===== src/rtl/sram_like_slave.sv =====
// SRAM-like bus responder: address handshake, single-cycle SRAM access,
// in-order data_ok/rdata return through a small response FIFO.
module sram_like_slave #(
    parameter int DEPTH = 2
) (
    input  logic        clk,
    input  logic        resetn,
    input  logic        req,
    input  logic        wr,
    input  logic [1:0]  size,
    input  logic [3:0]  wstrb,
    input  logic [31:0] addr,
    input  logic [31:0] wdata,
    output logic        addr_ok,
    output logic        data_ok,
    output logic [31:0] rdata,
    input  logic        stall_addr,
    output logic        sram_en,
    output logic [3:0]  sram_wen,
    output logic [31:0] sram_addr,
    output logic [31:0] sram_wdata,
    input  logic [31:0] sram_rdata
);

    localparam int CW = $clog2(DEPTH + 1);
    localparam int OW = CW + 1;
    localparam int PW = (DEPTH > 1) ? $clog2(DEPTH) : 1;

    logic          pend_v;
    logic          pend_wr;
    logic [CW-1:0] fifo_cnt;
    logic [PW-1:0] rd_ptr;
    logic [PW-1:0] wr_ptr;
    logic [31:0]   fifo_mem [DEPTH];
    logic [OW-1:0] outstanding;
    logic          accept;
    logic          push;
    logic          pop;
    logic          unused_size;

    function automatic logic [PW-1:0] ptr_inc(input logic [PW-1:0] p);
        return (p == PW'(DEPTH - 1)) ? '0 : p + PW'(1);
    endfunction

    // size is informational; byte lanes come from wstrb
    assign unused_size = ^size;

    assign outstanding = OW'(pend_v) + OW'(fifo_cnt);
    assign data_ok     = (fifo_cnt != '0);
    assign rdata       = fifo_mem[rd_ptr];

    // A response leaving this cycle frees its slot for a new accept
    assign addr_ok = !stall_addr
                   && ((outstanding - OW'(data_ok)) < OW'(DEPTH));
    assign accept  = req && addr_ok && resetn;
    assign push    = pend_v;
    assign pop     = data_ok;

    assign sram_en    = accept;
    assign sram_wen   = (accept && wr) ? wstrb : 4'b0;
    assign sram_addr  = addr;
    assign sram_wdata = wdata;

    always_ff @(posedge clk or negedge resetn) begin
        if (!resetn) begin
            pend_v  <= 1'b0;
            pend_wr <= 1'b0;
        end else begin
            pend_v  <= accept;
            pend_wr <= accept && wr;
        end
    end

    always_ff @(posedge clk or negedge resetn) begin
        if (!resetn) begin
            rd_ptr   <= '0;
            wr_ptr   <= '0;
            fifo_cnt <= '0;
            for (int i = 0; i < DEPTH; i++) begin
                fifo_mem[i] <= '0;
            end
        end else begin
            if (push) begin
                fifo_mem[wr_ptr] <= pend_wr ? 32'b0 : sram_rdata;
                wr_ptr           <= ptr_inc(wr_ptr);
            end
            if (pop) begin
                rd_ptr <= ptr_inc(rd_ptr);
            end
            if (push && !pop) begin
                fifo_cnt <= fifo_cnt + CW'(1);
            end else if (pop && !push) begin
                fifo_cnt <= fifo_cnt - CW'(1);
            end
        end
    end

endmodule


===== config.mk =====
export PLATFORM = sky130hd
export DESIGN_NAME = sram_like_slave
export DESIGN_NICKNAME = d
export VERILOG_FILES = /design/src/rtl/sram_like_slave.sv
export SDC_FILE = /design/constraint.sdc
export NUM_CORES = 1
export LEC_CHECK = 0
export BUFFER_PORTS_ARGS = -buffer_cell sky130_fd_sc_hd__buf_4
export CAP_MARGIN = 20
export CORE_MARGIN = 3
export CORE_UTILIZATION = 40
export DETAILED_ROUTE_END_ITERATION = 16
export HOLD_SLACK_MARGIN = 0.05
export PLACE_DENSITY = 0.77
export SYNTH_ARGS = -nofsm -noshare
export SYNTH_HDL_FRONTEND = slang
export SYNTH_SLANG_ARGS = --single-unit

===== constraint.sdc =====
create_clock -name clk -period 1.8 [get_ports clk]
set_clock_uncertainty 0.2 [all_clocks]
set_input_delay 0.36 -clock clk [delete_from_list [all_inputs] [get_ports clk]]
set_output_delay 0.36 -clock clk [all_outputs]
set_load 0.01 [all_outputs]

==> flow_metrics.env <==
export IMPL_synthToLayoutAreaGrowth_pct=27.9
export IMPL_syn_area_um2=3610
export IMPL_regArea_um2=1750
export IMPL_antenna_left=0
export IMPL_status="finished, violations left"
export IMPL_p_leak_nw=2.25
export IMPL_row_count=34
export IMPL_period_share=1.35
export IMPL_viasPerCell=4.94
export IMPL_worstMarginPinSlew_ns=0.941
export IMPL_drive_above_1_share=0.417
export IMPL_grt_antenna_before_repair=0
export IMPL_critPathArrivalTime_ns=1.87
export IMPL_pre_cts_slack_ns=-0.312
export IMPL_track_usage=0.157
export IMPL_worst_slack_ns=-0.627
export IMPL_pin_count=210
export IMPL_critPathRequiredTime_ns=1.24
export IMPL_grt_start_max_net_pins=71
export IMPL_critPathMaxFanout=5
export IMPL_via_count=2525
export IMPL_final_instance_count_excl_fill=511
export IMPL_hold_viol=0
export IMPL_synth_distinct_cells=21
export IMPL_die_y_um=101
export IMPL_synth_warnings=0
export IMPL_start_kind="flip-flop"
export IMPL_root_buffer="clkbuf_8"
export IMPL_grt_overflow_total=0
export IMPL_initial_core_util=0.412
export IMPL_hp_class="in2async"
export IMPL_n_fill_cell=767
export IMPL_async_flop_share=1.00
export IMPL_syn_inst=367
export IMPL_violations="setup timing"
export IMPL_core_um2=8760
export IMPL_avgSynthCellArea_um2=9.83
export IMPL_grt_pass1_vias=2605
export IMPL_synth_commonest_cells="dfrtp_1 (70), nand2_1 (65), buf_4 (64)"
export IMPL_rsz0062_at_grt="true"
export IMPL_nets=507
export IMPL_port_buffers=79
export IMPL_dieArea_um2=10200
export IMPL_cap_violations=0
export IMPL_cts_sinks=70
export IMPL_yosysMostFrequentCell="dfrtp_1"
export IMPL_clk_pin_slew_ns=0.07
export IMPL_ys_seq_area_frac=0.485
export IMPL_syn_nets=476
export IMPL_multiInputGateArea_um2=1400
export IMPL_critical_path_class="reg2out"
export IMPL_grt_pass1_wl_um=12400
export IMPL_hpwl_um=4900
export IMPL_clk_path_buf_depth=2
export IMPL_synth_seq_cells=70
export IMPL_synth_top_area_cell="dfrtp_1"
export IMPL_wl_per_cell_um=15.3
export IMPL_synth_edf_count=0
export IMPL_antenna_cells=0
export IMPL_critPathCaptureType="output pin"
export IMPL_die_x_um=101
export IMPL_worst_ir_drop_vdd_mv=0.895
export IMPL_netlist_area_leader_share=0.485
export IMPL_max_freq_ghz=0.412
export IMPL_hold_ws_ns=0.0892
export IMPL_power_density_nw_per_um2=1900
export IMPL_slew_viol_final=0
export IMPL_finalSetupViolations=39
export IMPL_yosys_most_used_dff="dfrtp_1"
export IMPL_numCtsBuffers=9
export IMPL_wirelength_um=7820
export IMPL_drc=0
export IMPL_place_gp_congestion=0.701
export IMPL_dp_cells=482
export IMPL_final_core_util=0.527
export IMPL_synth_area_leaders="dfrtp_1 (49%), buf_4 (13%), mux2_2 (10%)"
export IMPL_drtIter0Drc=62
export IMPL_htree_levels=3
export IMPL_relSlewSlack=0.373
export IMPL_clk_latency_ns=0.33
export IMPL_period_minus_slack_ns=2.43
export IMPL_cts_tree="yes"
export IMPL_first_pass_iters=4
cell usage in the layout, fill, tap and decap left out, types with 3 or more instances in the layout:
cell type / n
buf_16: 3
and2_4: 4
buf_6: 41
bufinv_16: 3
mux2_2: 18
mux2_4: 14
o21ai_0: 62
nand2b_1: 32
buf_4: 54
buf_12: 5
clkbuf_8: 10
nand2_1: 64
dfrtp_1: 69
per-layer routing:
metal  global-route usage  vias up  share of wire
met2                0.261       95           0.50
met5                    0        -              0
li1                     -     1196              -
met3               0.0422       31          0.057
met4               0.0787        0          0.023
met1                0.187     1203           0.42
repair_timing:
item	in CTS	in global routing
hold buffers	0	0
cloned	3	1
pin swaps	2	5
gates resized for setup	27	43
setup buffers	8	3
setup endpoints to repair	39	40
power breakdown:
part / switching, W / internal (W)
Combinational: 0.00175 / 0.00273
Sequential: 0.000405 / 0.00235
Clock: 0.000580 / 0.000962
registers in the layout (all words and copies together) (netlist names):
signal,flops
pend_wr,1
wr_ptr,1
rd_ptr,1
pend_v,1
fifo_cnt,2
fifo_mem,64
critical path, stage by stage (launching register included):
cell and delay, ns:
dfrtp_1 0.39, and2_2 0.22, ha_4 0.24, a211oi_4 0.18, and4_4 0.27, and2_4 0.14
buf_6 0.09
worst paths after layout:
| path | from | end | slack [ns] | cells after the start |
|---|---|---|---|---|
| worst max-delay path | fifo_cnt[0] | sram_wen[3] | -0.63 | 6 |
| worst min-delay path | resetn | fifo_mem[29] | 0.09 | 2 |
| worst max register to register | fifo_cnt[0] | fifo_cnt[1] | 0.12 | 8 |
| worst min register to register | fifo_mem[59] | fifo_mem[59] | 0.28 | 2 |
| max in group asynchronous | resetn | rd_ptr | 0.69 | 2 |
| min in group clk | sram_rdata[9] | fifo_mem[9] | 0.09 | 3 |
cell families after synthesis:
family          synth area share
mux                       0.0999
simple gates               0.144
fa+ha+maj                0.00693
xor+xnor                  0.0121
compound gates            0.0922
buf+inv                    0.160
flops                      0.485
final cells by class:
type	instances	area share
inverter	1	0.000813
sequential	70	0.380
timing repair buffer	104	0.233
multi-input combinational	212	0.304
clock buffer	11	0.0306
clock inverter	5	0.0230
tap	108	0.0293
stage by stage:
step,instance area [um2],total power (W),setup TNS [ns]
after floorplan,3640,0.00465,-1.21
after global placement,3920,0.00587,-1.30
after detailed placement,3920,0.00601,-1.50
after CTS,4410,0.00831,-12.89
after global routing,4620,0.00938,-14.23
final,4620,0.00877,-11.88
Power figures use the tool's default switching activity.
